==> config.mk <==
export PLATFORM = sky130hd
export DESIGN_NAME = load_store_unit
export DESIGN_NICKNAME = d
export VERILOG_FILES = /design/src/rtl/load_store_unit.sv
export SDC_FILE = /design/constraint.sdc
export NUM_CORES = 1
export LEC_CHECK = 0
export BUFFER_PORTS_ARGS = -buffer_cell sky130_fd_sc_hd__buf_4
export CAP_MARGIN = 20
export CORE_MARGIN = 10
export CORE_UTILIZATION = 51
export DETAILED_ROUTE_END_ITERATION = 10
export PLACE_DENSITY = 0.8
export REMOVE_ABC_BUFFERS = 1
export SYNTH_ARGS = -nofsm -noshare
export SYNTH_HDL_FRONTEND = slang
export SYNTH_SLANG_ARGS = --single-unit
==> constraint.sdc <==
create_clock -name clk -period 1.75 [get_ports clk]
set_input_delay 0.0875 -clock clk [delete_from_list [all_inputs] [get_ports clk]]
set_output_delay 0.0875 -clock clk [all_outputs]
set_load 0.02 [all_outputs]
==> src/rtl/load_store_unit.sv <==
// load_store_unit: memory-access stage between execute and a word-wide data memory.
// Request side : req_valid/req_ready handshake; req_we, req_byte, req_signed, req_addr (byte), req_wdata.
// Response side: resp_valid one-cycle pulse with resp_rdata (formatted load data) and resp_err (misaligned word).
// Memory side  : mem_we, mem_re, mem_addr (word), mem_wdata, mem_rdata (combinational read).
module load_store_unit #(
  parameter int ADDR_W = 10,
  parameter int DATA_W = 16
) (
  input  logic              clk,
  input  logic              rst_n,
  input  logic              req_valid,
  output logic              req_ready,
  input  logic              req_we,
  input  logic              req_byte,
  input  logic              req_signed,
  input  logic [ADDR_W:0]   req_addr,
  input  logic [DATA_W-1:0] req_wdata,
  output logic              resp_valid,
  output logic [DATA_W-1:0] resp_rdata,
  output logic              resp_err,
  output logic              mem_we,
  output logic              mem_re,
  output logic [ADDR_W-1:0] mem_addr,
  output logic [DATA_W-1:0] mem_wdata,
  input  logic [DATA_W-1:0] mem_rdata
);
  typedef enum logic [1:0] {IDLE, ACCESS, MERGE} state_t;
  state_t state, state_nx;
  logic              we_q, byte_q, signed_q;
  logic [ADDR_W:0]   addr_q;
  logic [DATA_W-1:0] wdata_q, merge_q;
  logic              mis, byte_store;
  logic [7:0]        lane;
  logic [DATA_W-1:0] fmt, merged;

  always_comb begin
    mis        = !byte_q && addr_q[0];
    byte_store = we_q && byte_q;
    lane       = addr_q[0] ? mem_rdata[15:8] : mem_rdata[7:0];
    fmt        = byte_q ? {{(DATA_W-8){signed_q & lane[7]}}, lane} : mem_rdata;
    // Little-endian lanes: only the addressed byte is replaced, the other comes from the read.
    merged     = addr_q[0] ? {wdata_q[7:0], merge_q[7:0]} : {merge_q[15:8], wdata_q[7:0]};
    req_ready  = state == IDLE;
    mem_addr   = addr_q[ADDR_W:1];
    mem_re     = state == ACCESS && !mis && (!we_q || byte_q);
    mem_we     = state == MERGE || (state == ACCESS && !mis && we_q && !byte_q);
    mem_wdata  = !mem_we ? '0 : state == MERGE ? merged : wdata_q;
    state_nx   = state == IDLE   ? (req_valid ? ACCESS : IDLE) :
                 state == ACCESS ? (byte_store && !mis ? MERGE : IDLE) : IDLE;
  end

  always_ff @(posedge clk or negedge rst_n) begin
    if (!rst_n) begin
      state      <= IDLE;
      resp_valid <= 1'b0;
      resp_rdata <= '0;
      resp_err   <= 1'b0;
      we_q       <= 1'b0;
      byte_q     <= 1'b0;
      signed_q   <= 1'b0;
      addr_q     <= '0;
      wdata_q    <= '0;
      merge_q    <= '0;
    end else begin
      state      <= state_nx;
      resp_valid <= 1'b0;
      if (state == IDLE && req_valid) begin
        we_q     <= req_we;
        byte_q   <= req_byte;
        signed_q <= req_signed;
        addr_q   <= req_addr;
        wdata_q  <= req_wdata;
      end
      if (state == ACCESS) begin
        if (byte_store) merge_q <= mem_rdata;
        else begin
          resp_valid <= 1'b1;
          resp_err   <= mis;
          resp_rdata <= (!we_q && !mis) ? fmt : '0;
        end
      end
      if (state == MERGE) begin
        resp_valid <= 1'b1;
        resp_err   <= 1'b0;
        resp_rdata <= '0;
      end
    end
  end
endmodule

==> summary.md <==
| Metric | Value |
|---|---|
| Synth-to-layout area growth | 55.0% |
| Post-synth top area cell | dfrtp_1 |
| Most frequent cells in the layout | buf_4, dfrtp_1, mux2_2, dlygate4sd3_1, mux2i_1 |
| Final period demand of the worst path | 1820 ps |
| CTS HTree Levels | 3 |
| Worst Max-Slew Pin Slew | 844 ps |
| LEAKAGE | 2.30 nW |
| Inserted Clock Buffers | 9 |
| Hold WS | 6.56 ps |
| Crit path kind | reg2out |
| Vias per cell | 5.39 |
| Die area | 9490 um^2 |
| Final setup fails | 17 |
| Mapped Area | 3060 um^2 |
| Hold path startpoint | mem_rdata[4] |
| Max Fclk | 549 MHz |
| Combinational share of power | 0.313 |
| Run status | finished, violations left |
| Clk pwr share | 0.273 |
| Synth async-reset ratio | 1.00 |
| Clk slew on worst S/H paths | 60 ps |
| Final wirelength | 9.16 mm |
| Register bit total from synthesis | 66 |
| Worst clock skew | 7.52 ps |
| Critical Path Start Type | flip-flop |
| R2R Path End | resp_rdata[13]$_DFFE_PN0P_ |
| Initial antenna violation count | 0 |
| CP Capture Type | output port |
| Tcrit/Tclk final | 1.04 |
| Unrepaired setup endpoints after global routing | true |
| Slew Limit Headroom | 0.437 |
| Most common cell after layout, fill and taps aside | buf_4 |
| Max Cap Violations | 0 |
| Via count | 2502 |
| Multi-input logic area | 1410 um^2 |
| Clk buf depth | 2 |
| Die width | 97.4 um |
| Post-detail-place hpwl | 5.80 mm |
| Final net count | 436 |
| Warnings, synthesis | 0 |
| Largest net degree at the start of global routing | 67 |
| Later-pin clock latency in the skew report | 330 ps |
| Area contributors post-synth | dfrtp_1, mux2_2, mux2i_1 |
| P_sw | 1.69 mW |
| Syn avg cell area | 12.6 um^2 |
| Flop2flop setup slack | 80 ps |
| Internal Power | 3.75 mW |
| I/O pins | 96 |
| Ant diodes | 0 |
| Hold depth | 2 |
| Vias in the first global route | 2757 |
| Layout fillers | 361 |
| Cells after Synth | 242 |
| Die extent in y | 97.4 um |
| Register share of total power | 0.415 |
| Root Driver | clkbuf_8 |
| DR iter-0 viols | 90 |
| Wire per inst | 19.7 um |
| P per Cell Area | 1150 nW/um^2 |
| HP Class | in2reg |
| First-pass GRT wire length | 14.3 mm |
| Setup ws final | -71.0 ps |
| Failing checks | setup timing |
| Number of flops mapped to enable cells by yosys | 0 |
| PortBufs | 95 |
| DR pass1 iterations | 4 |
| Synth cell types | 30 |
| Worst hold endpoint | merge_q[4]$_DFFE_PN0P_ |
| Slew Limit Fails | 0 |
| Critical path data required time | 1660 ps |
| Initial Util | 0.519 |
| GRT Total Usage | 0.185 |
| Worst EP arrival | 1730 ps |
| Final ANT Viol Nets | 0 |
| CTS tree | yes |
| Worst VDD drop | 0.813 mV |
| FF-to-FF Start | state[1]$_DFF_PN0_ |
| Sum of negative setup slack | -697 ps |
| Top-area cell type share of the netlist area | 0.541 |
| Gr ovfl total | 0 |
| FF/Latch Area | 1650 um^2 |
| GP Congestion | 0.818 |
| CP max FO | 7 |
| FP Rows | 28 |
| Detailed-route DRC error count | 0 |
| Sequential area share after synthesis | 0.541 |
| Main flop type after synthesis | dfrtp_1 |
| Fin. Hold Viols | 0 |
| Layout cells sized above 1 | 0.542 |
| Sw Share | 0.311 |
| R2R cell count | 6 |
| CORE AREA | 5890 um^2 |
| Total clock sinks | 66 |
-- synthesized netlist by cell type (2+ instances only) --
master / n
nor2_1: 10
o2bb2ai_1: 8
inv_1: 5
a21oi_1: 8
dfrtp_1: 66
ha_1: 3
nand2_1: 12
mux2_2: 45
nand3_1: 9
a211o_1: 8
mux2i_1: 16
buf_4: 11
a211oi_1: 8
buf_2: 9
a21o_1: 2
and3_1: 8
-- how the worst max path moves through the flow --
stage	start	end	slack (ps)	cells past startpoint
floorplan	state[0]$_DFF_PN0_	mem_wdata[10]	-280	4
global route	state[0]$_DFF_PN0_	mem_wdata[10]	-110	7
global placement	state[0]$_DFF_PN0_	resp_rdata[13]$_DFFE_PN0P_	-20	5
CTS	state[0]$_DFF_PN0_	mem_wdata[12]	-40	7
finish	state[1]$_DFF_PN0_	mem_wdata[13]	-70	6
detailed placement	state[1]$_DFF_PN0_	resp_rdata[5]$_DFFE_PN0P_	-160	5
-- area by class of cell --
| class | instances | area share |
|---|---|---|
| flip-flops and latches | 66 | 0.349 |
| multi-input cells | 148 | 0.297 |
| clock inverters | 4 | 0.0153 |
| inverters | 5 | 0.00396 |
| clock buffers | 12 | 0.0349 |
| repair buffers | 154 | 0.281 |
| well taps | 75 | 0.0198 |
-- per-layer routing --
| metal | up-vias | GRT usage | part of all wire |
|---|---|---|---|
| met5 | - | 0 | 0 |
| met4 | 0 | 0.0694 | 0.022 |
| met3 | 17 | 0.0491 | 0.055 |
| met2 | 85 | 0.318 | 0.52 |
| met1 | 1255 | 0.215 | 0.40 |
| li1 | 1145 | - | - |
-- worst max-delay path, stage by stage (launching register included) --
cell and delay, ps:
dfrtp_2 440, ha_4 190, buf_12 140, a31oi_4 210, buf_6 190, a211oi_2 50
buf_4 170
-- timing repair --
item,CTS,global route
resized for setup,36,17
gates cloned,1,0
hold endpoints to repair,99,3
setup buffers,7,2
pin swaps,1,4
hold buffers,35,3
endpoints found under the setup margin,33,31
-- stage by stage --
| stage | setup slack, ps | cell area (um^2) | instances | total power, mW | utilization |
|---|---|---|---|---|---|
| after floorplan | -278 | 2910 | 219 | 3.07 | - |
| after global placement | -23.5 | 3810 | 400 | 3.70 | 0.648 |
| after detailed placement | -165 | 3810 | 400 | 3.75 | 0.648 |
| after CTS | -41.7 | 4620 | 459 | 5.41 | 0.786 |
| after global routing | -114 | 4740 | 464 | 5.72 | 0.805 |
| final | -71.0 | 4740 | 464 | 5.45 | 0.805 |
-- cell families after synthesis --
kind of cell	Yosys count	synth area share
muxes	62	0.222
buffers and inverters	28	0.0541
adders and majority gates	3	0.0123
and+or+nand+nor	44	0.0749
DFF	66	0.541
AOI/OAI and AO/OA	39	0.0962
-- flip-flops by register name, indices dropped and copies added (netlist names) --
| signal | flops |
|---|---|
| resp_rdata | 16 |
| state | 2 |
| we_q | 1 |
| addr_q | 11 |
| resp_err | 1 |
| byte_q | 1 |
| wdata_q | 16 |
| signed_q | 1 |
| resp_valid | 1 |
| merge_q | 16 |
-- power groups by stage --
stage	clock, mW	sequential [mW]	combinational, mW
6_report	1.48	2.26	1.70
4_1_cts	1.51	2.23	1.67
2_1_floorplan	0	2.40	0.665
3_5_place_dp	0	2.25	1.50
3_3_place_gp	0	2.24	1.46
5_1_grt	1.59	2.30	1.82
(Power assumes the default switching activity.)
